### src/rtl/mem_arb.sv
// Two-port memory arbiter: port 0 (ifetch) and port 1 (data) share one memory.
// Ties are broken toward the port not served last; a stalled access aborts after TIMEOUT cycles.
module mem_arb #(
  parameter int WIDTH   = 32,
  parameter int TIMEOUT = 16
) (
  input  logic             clk,
  input  logic             reset,
  input  logic             req0,
  input  logic             req1,
  input  logic [WIDTH-1:0] addr0,
  input  logic [WIDTH-1:0] addr1,
  input  logic             we0,
  input  logic             we1,
  input  logic [WIDTH-1:0] wd0,
  input  logic [WIDTH-1:0] wd1,
  output logic             gnt0,
  output logic             gnt1,
  output logic             done0,
  output logic             done1,
  output logic             err,
  output logic [WIDTH-1:0] rdata,
  output logic [WIDTH-1:0] mem_addr,
  output logic [WIDTH-1:0] mem_wd,
  output logic             mem_we,
  input  logic [WIDTH-1:0] mem_rd,
  input  logic             mem_rdy
);
  typedef enum logic [1:0] {IDLE, BUSY0, BUSY1, RESP} state_t;

  state_t           r_state, w_next;
  logic [7:0]       r_cnt;
  logic             r_last, r_port, r_err;
  logic [WIDTH-1:0] r_rdata;
  logic             w_busy, w_sel, w_timeout, w_finish;

  assign w_busy    = (r_state == BUSY0) || (r_state == BUSY1);
  assign w_sel     = (r_state == BUSY1);
  assign w_timeout = (r_cnt == 8'(TIMEOUT - 1));
  // mem_rdy in the timeout cycle still counts as a good completion
  assign w_finish  = w_busy && (mem_rdy || w_timeout);

  always_comb begin
    w_next = r_state;
    case (r_state)
      IDLE: begin
        if (req0 && req1)  w_next = r_last ? BUSY0 : BUSY1;
        else if (req0)     w_next = BUSY0;
        else if (req1)     w_next = BUSY1;
      end
      BUSY0, BUSY1: if (w_finish) w_next = RESP;
      RESP:    w_next = IDLE;
      default: w_next = IDLE;
    endcase
  end

  always_ff @(posedge clk) begin
    if (reset) begin
      r_state <= IDLE;
      r_cnt   <= '0;
      r_last  <= 1'b1;
      r_port  <= 1'b0;
      r_err   <= 1'b0;
      r_rdata <= '0;
    end else begin
      r_state <= w_next;
      r_cnt   <= w_busy ? r_cnt + 8'd1 : 8'd0;
      if (w_finish) begin
        r_last  <= w_sel;
        r_port  <= w_sel;
        r_err   <= ~mem_rdy;
        r_rdata <= mem_rdy ? mem_rd : '0;
      end
    end
  end

  assign gnt0     = (r_state == BUSY0);
  assign gnt1     = (r_state == BUSY1);
  assign done0    = (r_state == RESP) && !r_port;
  assign done1    = (r_state == RESP) &&  r_port;
  assign err      = r_err;
  assign rdata    = r_rdata;
  assign mem_addr = !w_busy ? '0   : (w_sel ? addr1 : addr0);
  assign mem_wd   = !w_busy ? '0   : (w_sel ? wd1   : wd0);
  assign mem_we   = !w_busy ? 1'b0 : (w_sel ? we1   : we0);
endmodule

### config.mk
export PLATFORM = sky130hd
export DESIGN_NAME = mem_arb
export DESIGN_NICKNAME = d
export VERILOG_FILES = /design/src/rtl/mem_arb.sv
export SDC_FILE = /design/constraint.sdc
export NUM_CORES = 1
export LEC_CHECK = 0
export CORE_MARGIN = 10
export CORE_UTILIZATION = 25
export DETAILED_ROUTE_END_ITERATION = 8
export PLACE_DENSITY = 0.71
export SKIP_CTS_REPAIR_TIMING = 1
export SLEW_MARGIN = 30
export SYNTH_ARGS = -nofsm -noshare
export SYNTH_HDL_FRONTEND = slang
export SYNTH_SLANG_ARGS = --single-unit
### constraint.sdc
create_clock -name clk -period 2.2 [get_ports clk]
set_input_delay 0.44 -clock clk [delete_from_list [all_inputs] [get_ports clk]]
set_output_delay 0.44 -clock clk [all_outputs]
set_load 0.02 [all_outputs]
[After elaboration in Yosys (flattened, before gate mapping)]
Index checks and enable logic that the tools add are counted.
Word-level totals
  bits in registers: 45
  input bits: 167
  output and inout bits: 102
  logic and storage cells: 39
Cells by class
  add/sub/neg operators: 1
  eq/ne operators: 6
  multiplexer cells: 13
  bitwise gates (word level): 2
  reductions and logical operators: 11
Operators with widths (count)
  two-way mux 32 bit: 5
  two-way mux 2 bit: 5
  adder 8 x 1 -> 8 bit (second input constant): 1
  == test 8 x 4 -> 1 bit (second input constant): 1
  one-hot mux 2 bit (3 select lines): 1
  == test 2 bit (second input constant): 2
  logical AND 1 bit: 4
  inequality test 4 bit (second input constant): 1
  OR reduction 2 bit: 2
  == test 2 x 1 -> 1 bit (second input constant): 1
  logical NOT 2 bit: 1
  logical OR 1 bit: 2
  two-way mux 1 bit: 2
  inequality test 2 bit (second input constant): 1
  inverter 1 bit: 2
  AND reduction 2 bit: 1
  logical NOT 1 bit: 1

[Depth between registers and ports, before layout]
  depth in word-level cells: 5
  gate-level depth with buffers: 7
  depth with buffers taken out: 6

[Worst setup path after synthesis]
Ideal clock, no wire load.
  kind: register to output
  start point: reg r_state[0]
  end point: out mem_wd[12]
  arrival time: 1.730 ns
  required time: 1.760 ns
  slack: 0.030 ns
  stages on the path, launching flop included: 8
  path buffers: 3
  cell sequence: dfxtp_1 inv_1 ha_1 clkbuf_1 buf_2 buf_2 mux2i_1 nor2_1
On the way
  word-level cells in the longest chain between the ends: 3
  elaborated cells between the ends (all ways): 5
  classes of those cells: 2 x eq/ne; 2 x mux; 1 x reduce/logical
Ends and longest elaborated chain
  start: declaration: RTL line 31  | state_t r_state, w_next;
  start signal: assignment: RTL line 66  | r_state <= w_next;
  == test 2 bit *
  net gnt1: RTL line 18  | output logic gnt1,
  two-way mux 32 bit or logical OR 1 bit (tied branches): RTL line 84, 37
  two-way mux 32 bit *: RTL line 84  | assign mem_wd = !w_busy ? '0 : (w_sel ? wd1 : wd0);
  end: declaration: RTL line 24  | output logic [WIDTH-1:0] mem_wd,
Mark *: on every way through the listed nets, which the timed path passes. The rest lies on a longest branch.

[Worst setup path after layout]
  start point: reg r_state[1]
  end point: out mem_wd[12]
On the way
  word-level cells in the longest chain between the ends: 3
  elaborated cells between the ends (all ways): 5
  classes of those cells: 2 x eq/ne; 2 x mux; 1 x reduce/logical
Ends and longest elaborated chain (RTL line)
  == test 2 bit or == test 2 x 1 -> 1 bit (tied branches): 37, 38
  two-way mux 32 bit or logical OR 1 bit (tied branches): 84, 37
  two-way mux 32 bit *: 84
Mark *: on every way between the ends. The rest lies on a longest branch, timed or not.

==> key figures <==
Yosys
  – Syn Inst Count: 287
  – Synthesized area per cell: 9.07 sq um
  – Sequential fraction of the synthesis area: 0.346
  – Mapped Area: 2600 sq um
  – Async S/R FF share, synth: 0
  – Synth Flop Type: dfxtp_1
  – Share of the synthesized area in the top cell type: 0.346
  – Most frequent cell after synthesis: nor2_1
  – Synthesized Nets: 460
  – Top cells by count, synth: nor2_1, mux2i_1, dfxtp_1
  – Yosys Warn Count: 0
  – Dominant cell type by area after synthesis: dfxtp_1
  – Top cells by area, synth: dfxtp_1, mux2i_1, a22o_1
  – #FFs+latches synth: 45
  – Number of synthesized flops with an enable pin: 0
  – Synth unique cells: 34

Finish
  – Share of layout cells above drive strength 1: 0.0966
  – Final Cell Area: 5780 sq um
  – Final net count: 731
  – Diode count: 0
  – Area growth from synthesis to final layout: 122%

Run
  – Max_cap viols: 0

STA
  – Fmax: 471 MHz
  – Fin crit period: 2120 ps
  – Fin crit share: 0.965
  – RSZ-0062 raised after global routing: no
  – Final max-slew violation count: 0
  – Slew margin rel.: 0.731
  – Setup violations, final: 0
  – Clk_skew: 4.93 ps
  – Final hold vios: 0
  – Final setup margin: approximately 76 ps
  – Slew @ Worst Pin: 404 ps

Setup path
  – R2r setup slk: 510 ps
  – Worst R2R Start: r_state[0]
  – R2R depth: 6
  – End of the worst register-to-register path: rdata[10]
  – Critical path fanouts, max: 10
  – Data required time of the worst path: 1760 ps
  – Critical Path AT: about 1700 ps
  – CP Class: register to output pin
  – Startpoint Class: register
  – CP endpoint kind: output pin

Die
  – FP Rows: 37
  – Chip width: 122 um
  – Number of I/O pins: around 270
  – Initial Util: 0.254
  – Die Ht: 122 um
  – Die ar.: 14,900 sq um
  – Core ar.: 10,200 sq um

Worst hold path
  – Hold Path Class: register to register
  – Hold path depth: 1
  – Hold Crit Start: r_cnt[0]
  – Hold Path End: r_cnt[0]

Routing
  – Post-route DRC violation count: 0
  – DRT iter0 DRCs: 151
  – DRT Pass-1 Iters: 4
  – Post-DR wirelength/cell: 19.6 um
  – Via density per instance: around 4.6
  – Via count: ~3.2k
  – Antenna viol nets, final: 0
  – Drt total wl: 13,600 um

GRT
  – Vias in the first global route: 3,182
  – Initial antenna violation count: 0
  – Largest net degree at the start of global routing: 33
  – First-pass GRT wire length: 19,200 um
  – Global route overflow: 0
  – Tot GR Track Use: 0.162

Status
  – Status: finished clean

Clock tree
  – Clock Latency Late Sink: 290 ps
  – Clock transition at the registers of the reported paths: 80 ps
  – H-Tree Depth: 2
  – Num CTS Buffers: 5
  – Max clock buf depth: 2
  – CTS tree: built
  – CTS Sinks: 45
  – Clk root buf: clkbuf_8

Placement
  – Count of input and output buffers: approximately 270
  – RePlAce Congestion: roughly 0.92
  – Cell Area, Placed: ~5500 sq um
  – Setup slack at placement: -13.8 ps
  – DPL Wire Length: around 11,000 um

Power
  – Pwr Total: 6.63 mW
  – Power Dens Cells: 1150 nW/um^2
  – Peak VDD IR: 0.535 mV
  – Leakage: between 3 and 4 nW
-- where the power goes --
group	internal (mW)	total, mW	switching, mW	leakage [nW]
Clock	0.370	0.635	0.265	0.0585
Sequential	0.998	1.10	0.0994	0.367
Combinational	2.30	4.90	2.59	2.59
Total	3.67	6.63	2.96	3.01
-- cell families (layout without fill, tap and decap cells) --
logic type,after synthesis,after routing,synth area share
XOR/XNOR,5,5,0.0168
AND/OR/NAND/NOR,89,89,0.145
buffers and inverters,28,300,0.0582
adder cells (fa/ha/maj),6,6,0.0288
AO/OA/AOI/OAI,49,49,0.155
flip-flops,45,45,0.346
multiplexers,65,65,0.250
-- flip-flops by register name (all words and copies together) (netlist names) --
name,flops
rdata,32
r_state,2
r_port,1
r_last,1
err,1
r_cnt,8
-- placed cells by master, fill, tap and decap left out, types with 4 or more instances in the layout --
| cell | n |
|---|---|
| mux2i_1 | 61 |
| a22o_1 | 32 |
| dlymetal6s2s_1 | 55 |
| a21oi_1 | 5 |
| buf_4 | 13 |
| nand2_1 | 4 |
| clkbuf_2 | 10 |
| mux2i_2 | 4 |
| clkbuf_8 | 6 |
| nor2_1 | 72 |
| dfxtp_1 | 44 |
| buf_12 | 5 |
| ha_1 | 5 |
| clkdlybuf4s50_1 | 200 |
-- worst max-delay path by stage --
stage | start | end | cells after the start
6_report | r_state[1] | mem_wd[12] | 7
5_1_grt | r_state[1] | mem_wd[9] | 7
4_1_cts | r_state[0] | mem_addr[22] | 6
3_5_place_dp | r_state[0] | mem_addr[22] | 6
3_3_place_gp | r_state[0] | mem_wd[14] | 6
2_1_floorplan | r_state[0] | mem_wd[12] | 7
-- metal layers --
layer / vias up / routed length [um] / global-route usage
met5: - / 0 / 0
met4: 0 / 49 / 0.0201
met3: 8 / 1060 / 0.0518
met2: 147 / 7230 / 0.304
met1: 1466 / 5310 / 0.177
li1: 1548 / - / -
-- per-stage QoR --
step	std cells	utilization	hold WS [ps]	setup TNS (ps)
CTS	693	0.551	456	-18640
floorplan	287	-	418	0
detailed placement	685	0.540	438	-13.8
global route	695	0.565	484	0
global placement	685	0.540	429	0
finish	695	0.565	452	0
-- critical path, cell delays in order, from the launching register on --
cell       delay [ps]
dfxtp_2           330
buf_4             120
ha_4              230
buf_6             130
clkbuf_16         160
mux2i_1           200
nor2_1             60
clkbuf_2          170
-- layout make-up --
| type | instances | area [sq um] |
|---|---|---|
| flip-flops and latches | 45 | 902 |
| multi-input cells | 214 | 1580 |
| fillers | 884 | 4460 |
| well taps | 136 | 170 |
| clock buffers | 7 | 86.3 |
| clock inverters | 1 | 30.0 |
| inverters | 5 | 18.8 |
| repair buffers | 287 | 2990 |
(Power assumes the default switching activity.)
